[src/rtl/prod_acc_pkg.sv]
// Shared types and constants for the 128-bit product accumulator.
package prod_acc_pkg;

  localparam int unsigned HALF_W = 64;
  localparam int unsigned DATA_W = 2 * HALF_W;

  localparam logic [DATA_W-1:0] ACC_ALL_ONES = '1;

  typedef enum logic [1:0] {
    ACCEPT = 2'd0,
    ADD_HI = 2'd1,
    OUT    = 2'd2
  } state_t;

endpackage

[src/rtl/add64_cin.sv]
// 64-bit combinational adder with carry in and carry out.
module add64_cin
  import prod_acc_pkg::*;
(
  input  logic [HALF_W-1:0] a,
  input  logic [HALF_W-1:0] b,
  input  logic              cin,
  output logic [HALF_W-1:0] sum,
  output logic              cout
);

  logic [HALF_W:0] w_full;

  assign w_full = (HALF_W+1)'(a) + (HALF_W+1)'(b) + (HALF_W+1)'(cin);
  assign sum    = w_full[HALF_W-1:0];
  assign cout   = w_full[HALF_W];

endmodule

[src/rtl/prod_acc128.sv]
// Accumulates 128-bit products as two carry-chained 64-bit adds per term.
// Define PROD_ACC_SATURATE_EN to clamp the sum at all-ones on overflow.
module prod_acc128
  import prod_acc_pkg::*;
#(
  parameter int unsigned CNT_W = 16
) (
  input  logic              clk,
  input  logic              rst,
  input  logic              prod_valid,
  output logic              prod_ready,
  input  logic [DATA_W-1:0] prod,
  input  logic              prod_last,
  output logic              acc_valid,
  input  logic              acc_ready,
  output logic [DATA_W-1:0] acc_out,
  output logic              acc_ovf,
  output logic [CNT_W-1:0]  acc_count
);

  state_t              r_state;
  logic [HALF_W-1:0]   r_acc_lo;
  logic [HALF_W-1:0]   r_acc_hi;
  logic                r_c;
  logic [HALF_W-1:0]   r_hi;
  logic                r_last;
  logic                r_ovf;
  logic [CNT_W-1:0]    r_cnt;
  logic                r_prod_ready;
  logic                r_acc_valid;

  state_t              w_state_nxt;
  logic [HALF_W-1:0]   w_acc_lo_nxt;
  logic [HALF_W-1:0]   w_acc_hi_nxt;
  logic                w_c_nxt;
  logic [HALF_W-1:0]   w_hi_nxt;
  logic                w_last_nxt;
  logic                w_ovf_nxt;
  logic [CNT_W-1:0]    w_cnt_nxt;

  logic                w_sel_hi;
  logic [HALF_W-1:0]   w_add_a;
  logic [HALF_W-1:0]   w_add_b;
  logic                w_add_cin;
  logic [HALF_W-1:0]   w_add_sum;
  logic                w_add_cout;

  // One shared adder: low half in ACCEPT, high half plus stored carry in ADD_HI.
  assign w_sel_hi  = (r_state == ADD_HI);
  assign w_add_a   = w_sel_hi ? r_acc_hi : r_acc_lo;
  assign w_add_b   = w_sel_hi ? r_hi     : prod[HALF_W-1:0];
  assign w_add_cin = w_sel_hi & r_c;

  add64_cin u_add (
    .a    (w_add_a),
    .b    (w_add_b),
    .cin  (w_add_cin),
    .sum  (w_add_sum),
    .cout (w_add_cout)
  );

  always_comb begin
    w_state_nxt  = r_state;
    w_acc_lo_nxt = r_acc_lo;
    w_acc_hi_nxt = r_acc_hi;
    w_c_nxt      = r_c;
    w_hi_nxt     = r_hi;
    w_last_nxt   = r_last;
    w_ovf_nxt    = r_ovf;
    w_cnt_nxt    = r_cnt;

    case (r_state)
      ACCEPT: begin
        if (prod_valid) begin
          w_acc_lo_nxt = w_add_sum;
          w_c_nxt      = w_add_cout;
          w_hi_nxt     = prod[DATA_W-1:HALF_W];
          w_last_nxt   = prod_last;
          w_state_nxt  = ADD_HI;
        end
      end
      ADD_HI: begin
        w_acc_hi_nxt = w_add_sum;
        if (w_add_cout) w_ovf_nxt = 1'b1;
`ifdef PROD_ACC_SATURATE_EN
        // Once overflowed, the sum stays pinned at all-ones for this accumulation.
        if (w_add_cout || r_ovf) begin
          w_acc_hi_nxt = ACC_ALL_ONES[DATA_W-1:HALF_W];
          w_acc_lo_nxt = ACC_ALL_ONES[HALF_W-1:0];
          w_ovf_nxt    = 1'b1;
        end
`endif
        if (r_cnt != {CNT_W{1'b1}}) w_cnt_nxt = r_cnt + CNT_W'(1);
        w_state_nxt = r_last ? OUT : ACCEPT;
      end
      OUT: begin
        if (acc_ready) begin
          w_acc_lo_nxt = '0;
          w_acc_hi_nxt = '0;
          w_ovf_nxt    = 1'b0;
          w_cnt_nxt    = '0;
          w_state_nxt  = ACCEPT;
        end
      end
      default: w_state_nxt = ACCEPT;
    endcase
  end

  always_ff @(posedge clk) begin
    if (rst) begin
      r_state      <= ACCEPT;
      r_acc_lo     <= '0;
      r_acc_hi     <= '0;
      r_c          <= 1'b0;
      r_hi         <= '0;
      r_last       <= 1'b0;
      r_ovf        <= 1'b0;
      r_cnt        <= '0;
      r_prod_ready <= 1'b1;
      r_acc_valid  <= 1'b0;
    end else begin
      r_state      <= w_state_nxt;
      r_acc_lo     <= w_acc_lo_nxt;
      r_acc_hi     <= w_acc_hi_nxt;
      r_c          <= w_c_nxt;
      r_hi         <= w_hi_nxt;
      r_last       <= w_last_nxt;
      r_ovf        <= w_ovf_nxt;
      r_cnt        <= w_cnt_nxt;
      r_prod_ready <= (w_state_nxt == ACCEPT);
      r_acc_valid  <= (w_state_nxt == OUT);
    end
  end

  assign prod_ready = r_prod_ready;
  assign acc_valid  = r_acc_valid;
  assign acc_out    = {r_acc_hi, r_acc_lo};
  assign acc_ovf    = r_ovf;
  assign acc_count  = r_cnt;

endmodule
[config.mk]
export PLATFORM = sky130hd
export DESIGN_NAME = prod_acc128
export DESIGN_NICKNAME = d
export VERILOG_FILES = /design/src/rtl/prod_acc_pkg.sv /design/src/rtl/add64_cin.sv /design/src/rtl/prod_acc128.sv
export SDC_FILE = /design/constraint.sdc
export NUM_CORES = 1
export LEC_CHECK = 0
export BUFFER_PORTS_ARGS = -buffer_cell sky130_fd_sc_hd__buf_2
export CORE_MARGIN = 3
export CORE_UTILIZATION = 56
export CTS_CLUSTER_SIZE = 16
export DETAILED_ROUTE_END_ITERATION = 8
export PLACE_DENSITY = 0.82
export RECOVER_POWER = 25
export SLEW_MARGIN = 20
export SYNTH_ARGS = -nofsm -noshare
export SYNTH_HDL_FRONTEND = slang
export SYNTH_HIERARCHICAL = 1
export SYNTH_SLANG_ARGS = --single-unit
[constraint.sdc]
create_clock -name clk -period 4.7 [get_ports clk]
set_input_delay 0.235 -clock clk [delete_from_list [all_inputs] [get_ports clk]]
set_output_delay 0.235 -clock clk [all_outputs]
set_load 0.05 [all_outputs]
==> flow_summary.ini <==
[logic_synthesis]
yosys_register_bits = 215
synth.area.top_cells = dfxtp_1, nand2_1, ha_1, a21oi_1, a22oi_1
synth_top_area_share_pct = 33.50
syn-cell-area_um2 = 12850
async_flop_share_pct = 0
synth_top_area_cell = dfxtp_1
yosys.cell_types.count = 78
synth.most_common_cell = nand2_1
synth_warnings = 6
synth_cells = 1742
seq_area_frac_synth_pct = 33.50
synth_top_flop_cell = dfxtp_1
synth_common_cells = nand2_1, dfxtp_1, a21oi_1
synth-edff-count = 0
avgSynthCellArea_um2 = 7.375
syn_nets = 1941

[placement]
placed_area_um2 = 14260
place_congestion = 0.9319
io_buffers = 279
dp_hpwl_um = 27280
place_ws_ns = 0.2943

[critical_path]
cp-start-kind = flip-flop
crit_path_end_kind = flip-flop
critPathKind = reg -> reg
crit_fanout = 10
cp_data_required_time_ns = 5.06
arrival_ns = 4.82

[floorplan]
dieArea_um2 = 24800
core.rowCount = 54
die_y_um = 157.5
initial_core_util_pct = 57.97
die_w_um = 157.5
io_pins = 280
core_um2 = 22160

[sta]
hold_viol = 0
skew_ns = 0.01005
slew_headroom_pct = 27.87
slew_viol_final = 0
setup-violations-final = 0
rsz0062_at_grt = no
setup_slack_ns = 0.2403
fin_crit_ns = 4.460
setup_tns_ns = 0
worstMarginPinSlew_ns = 1.078
period_share_pct = 94.89
whs_ns = 0.1568
max_freq_mhz = 224.2

[grt]
grt_pass1_vias = 12989
antenna_found_initial = 0
groute.usage.overall_pct = 30.53
overflow = 0
grt_max_degree = 104
grt_pass1_wl_um = 63360

[power_and_ir_drop]
power_density_nw_per_um2 = 395.0
peakVddDrop_mv = 0.3521
totalPowerFinal_mw = 6.181
leakage_nw = 7.067

[final_layout]
drive_above_1_share_pct = 15.27
fin_area_um2 = 15650
nets = 2208
diodes = 0
area_growth_pct = 21.80

[clock_network]
cts_buffer_depth = 3
cts_tree = built
root_buffer = clkbuf_16
clock_latency_ns = 0.51
post_cts_buffers = 0
cts_htree_levels = 1
clock_sinks = 215
path_clk_slew_ns = 0.07
cts_buffers = 23

[detailed_routing]
vias_per_cell = 5.957
vias = 13725
routed_wl_um = 40090
drtAntennaViolNets = 0
drtIter0Drc = 1203
routedWlPerCell_um = 17.40
drcViolationCount = 0
drt_first_pass_iters = 7

[outcome]
outcome = complete, no violations

[job]
maxCapViolations = 0

[hold_path]
hold_class = in -> reg
layer usage:
layer	wire length, µm	vias up	global-route usage (%)
met1	16490	6366	38.75
li1	-	6601	-
met5	0	-	0
met3	3201	104	5.169
met2	19050	654	51.92
met4	1339	0	11.86
power by group:
part | internal, mW | total [mW] | leakage [nW] | switching [mW]
sequential | 1.99 | 2.12 | 1.76 | 0.134
clock | 1.26 | 2.02 | 0.404 | 0.758
combinational | 0.655 | 2.04 | 4.90 | 1.39
total | 3.90 | 6.18 | 7.07 | 2.28
path summary, 6_finish.rpt:
check,from,to,slack [ns],depth (start not counted)
min,acc_ready,acc_count[10]$_SDFFE_PP0P_,0.16,3
min reg2reg,r_hi[34]$_SDFFE_PP0P_,r_hi[34]$_SDFFE_PP0P_,0.46,2
max reg2reg,r_state[0]$_SDFF_PP0_,r_acc_hi[62]$_SDFFE_PP0P_,0.24,16
max,r_state[0]$_SDFF_PP0_,r_acc_hi[62]$_SDFFE_PP0P_,0.24,16
per-stage QoR:
stage               instances  utilization [%]
global route             2304            70.61
finish                   2304            70.61
CTS                      2304            71.04
floorplan                1742                -
global placement         2199            64.34
detailed placement       2199            64.34
worst max-delay path, cell delays in order (launching register included):
cell and delay [ns]:
dfxtp_1 0.46, or2b_4 0.37, nand2_1 0.08, nand2_1 0.08
fa_1 0.48, fa_1 0.44, a211oi_1 0.36, o211ai_2 0.17
a311oi_4 0.36, and3b_1 0.25, a211oi_4 0.26, a21oi_4 0.14
a211oi_4 0.34, o31ai_2 0.10, xor2_1 0.16, a22oi_1 0.19
nor2_1 0.06
final cells by class:
class / instances / area (µm²)
clock buffers: 29 / 618.1
clock inverters: 11 / 215.2
fillers: 1836 / 6514
inverters: 22 / 82.58
multi-input cells: 1391 / 7993
flip-flops and latches: 215 / 4304
well taps: 280 / 350.3
repair buffers: 356 / 2085
timing repair:
action	4_1_cts	5_1_grt
hold buffers	65	0
endpoints found under the hold margin	65	0
gates resized for setup	0	2
endpoints found under the setup margin	0	2
state kept, by name (all words and copies together), names as in the netlist, 2 cells and up:
name,cells
acc_count,16
r_state,2
r_hi,64
r_acc_lo,64
r_acc_hi,64
kinds of logic after synthesis:
logic type	after synthesis	synth area share, %
AO/OA/AOI/OAI	465	25.70
XOR/XNOR	58	3.954
adder cells (fa/ha/maj)	66	6.545
buffers and inverters	136	4.597
flip-flops	215	33.50
multiplexers	3	0.2337
AND/OR/NAND/NOR	799	25.47
cells in the final DEF (no fill, tap or decap), types with 7 or more instances in the layout:
master,netlist,routed
o21ai_0,38,38
buf_4,0,9
nor2_1,114,113
clkbuf_1,77,94
a21o_1,20,20
dfxtp_1,215,215
nand2_1,580,579
o21a_1,7,7
ha_1,64,64
o211ai_1,11,11
nand3_1,19,19
nand4_1,25,25
nor3_1,12,11
o21ai_1,7,7
a22o_1,26,26
xnor2_1,33,33
dlygate4sd3_1,0,65
a22o_2,39,39
xor2_1,25,25
and3_1,8,8
clkbuf_16,0,23
a211oi_1,12,11
a22oi_1,67,67
a31oi_1,7,7
and2_1,9,8
o21bai_1,18,18
inv_1,22,22
buf_2,22,188
a21oi_1,149,149
Power figures use the tool's default switching activity.
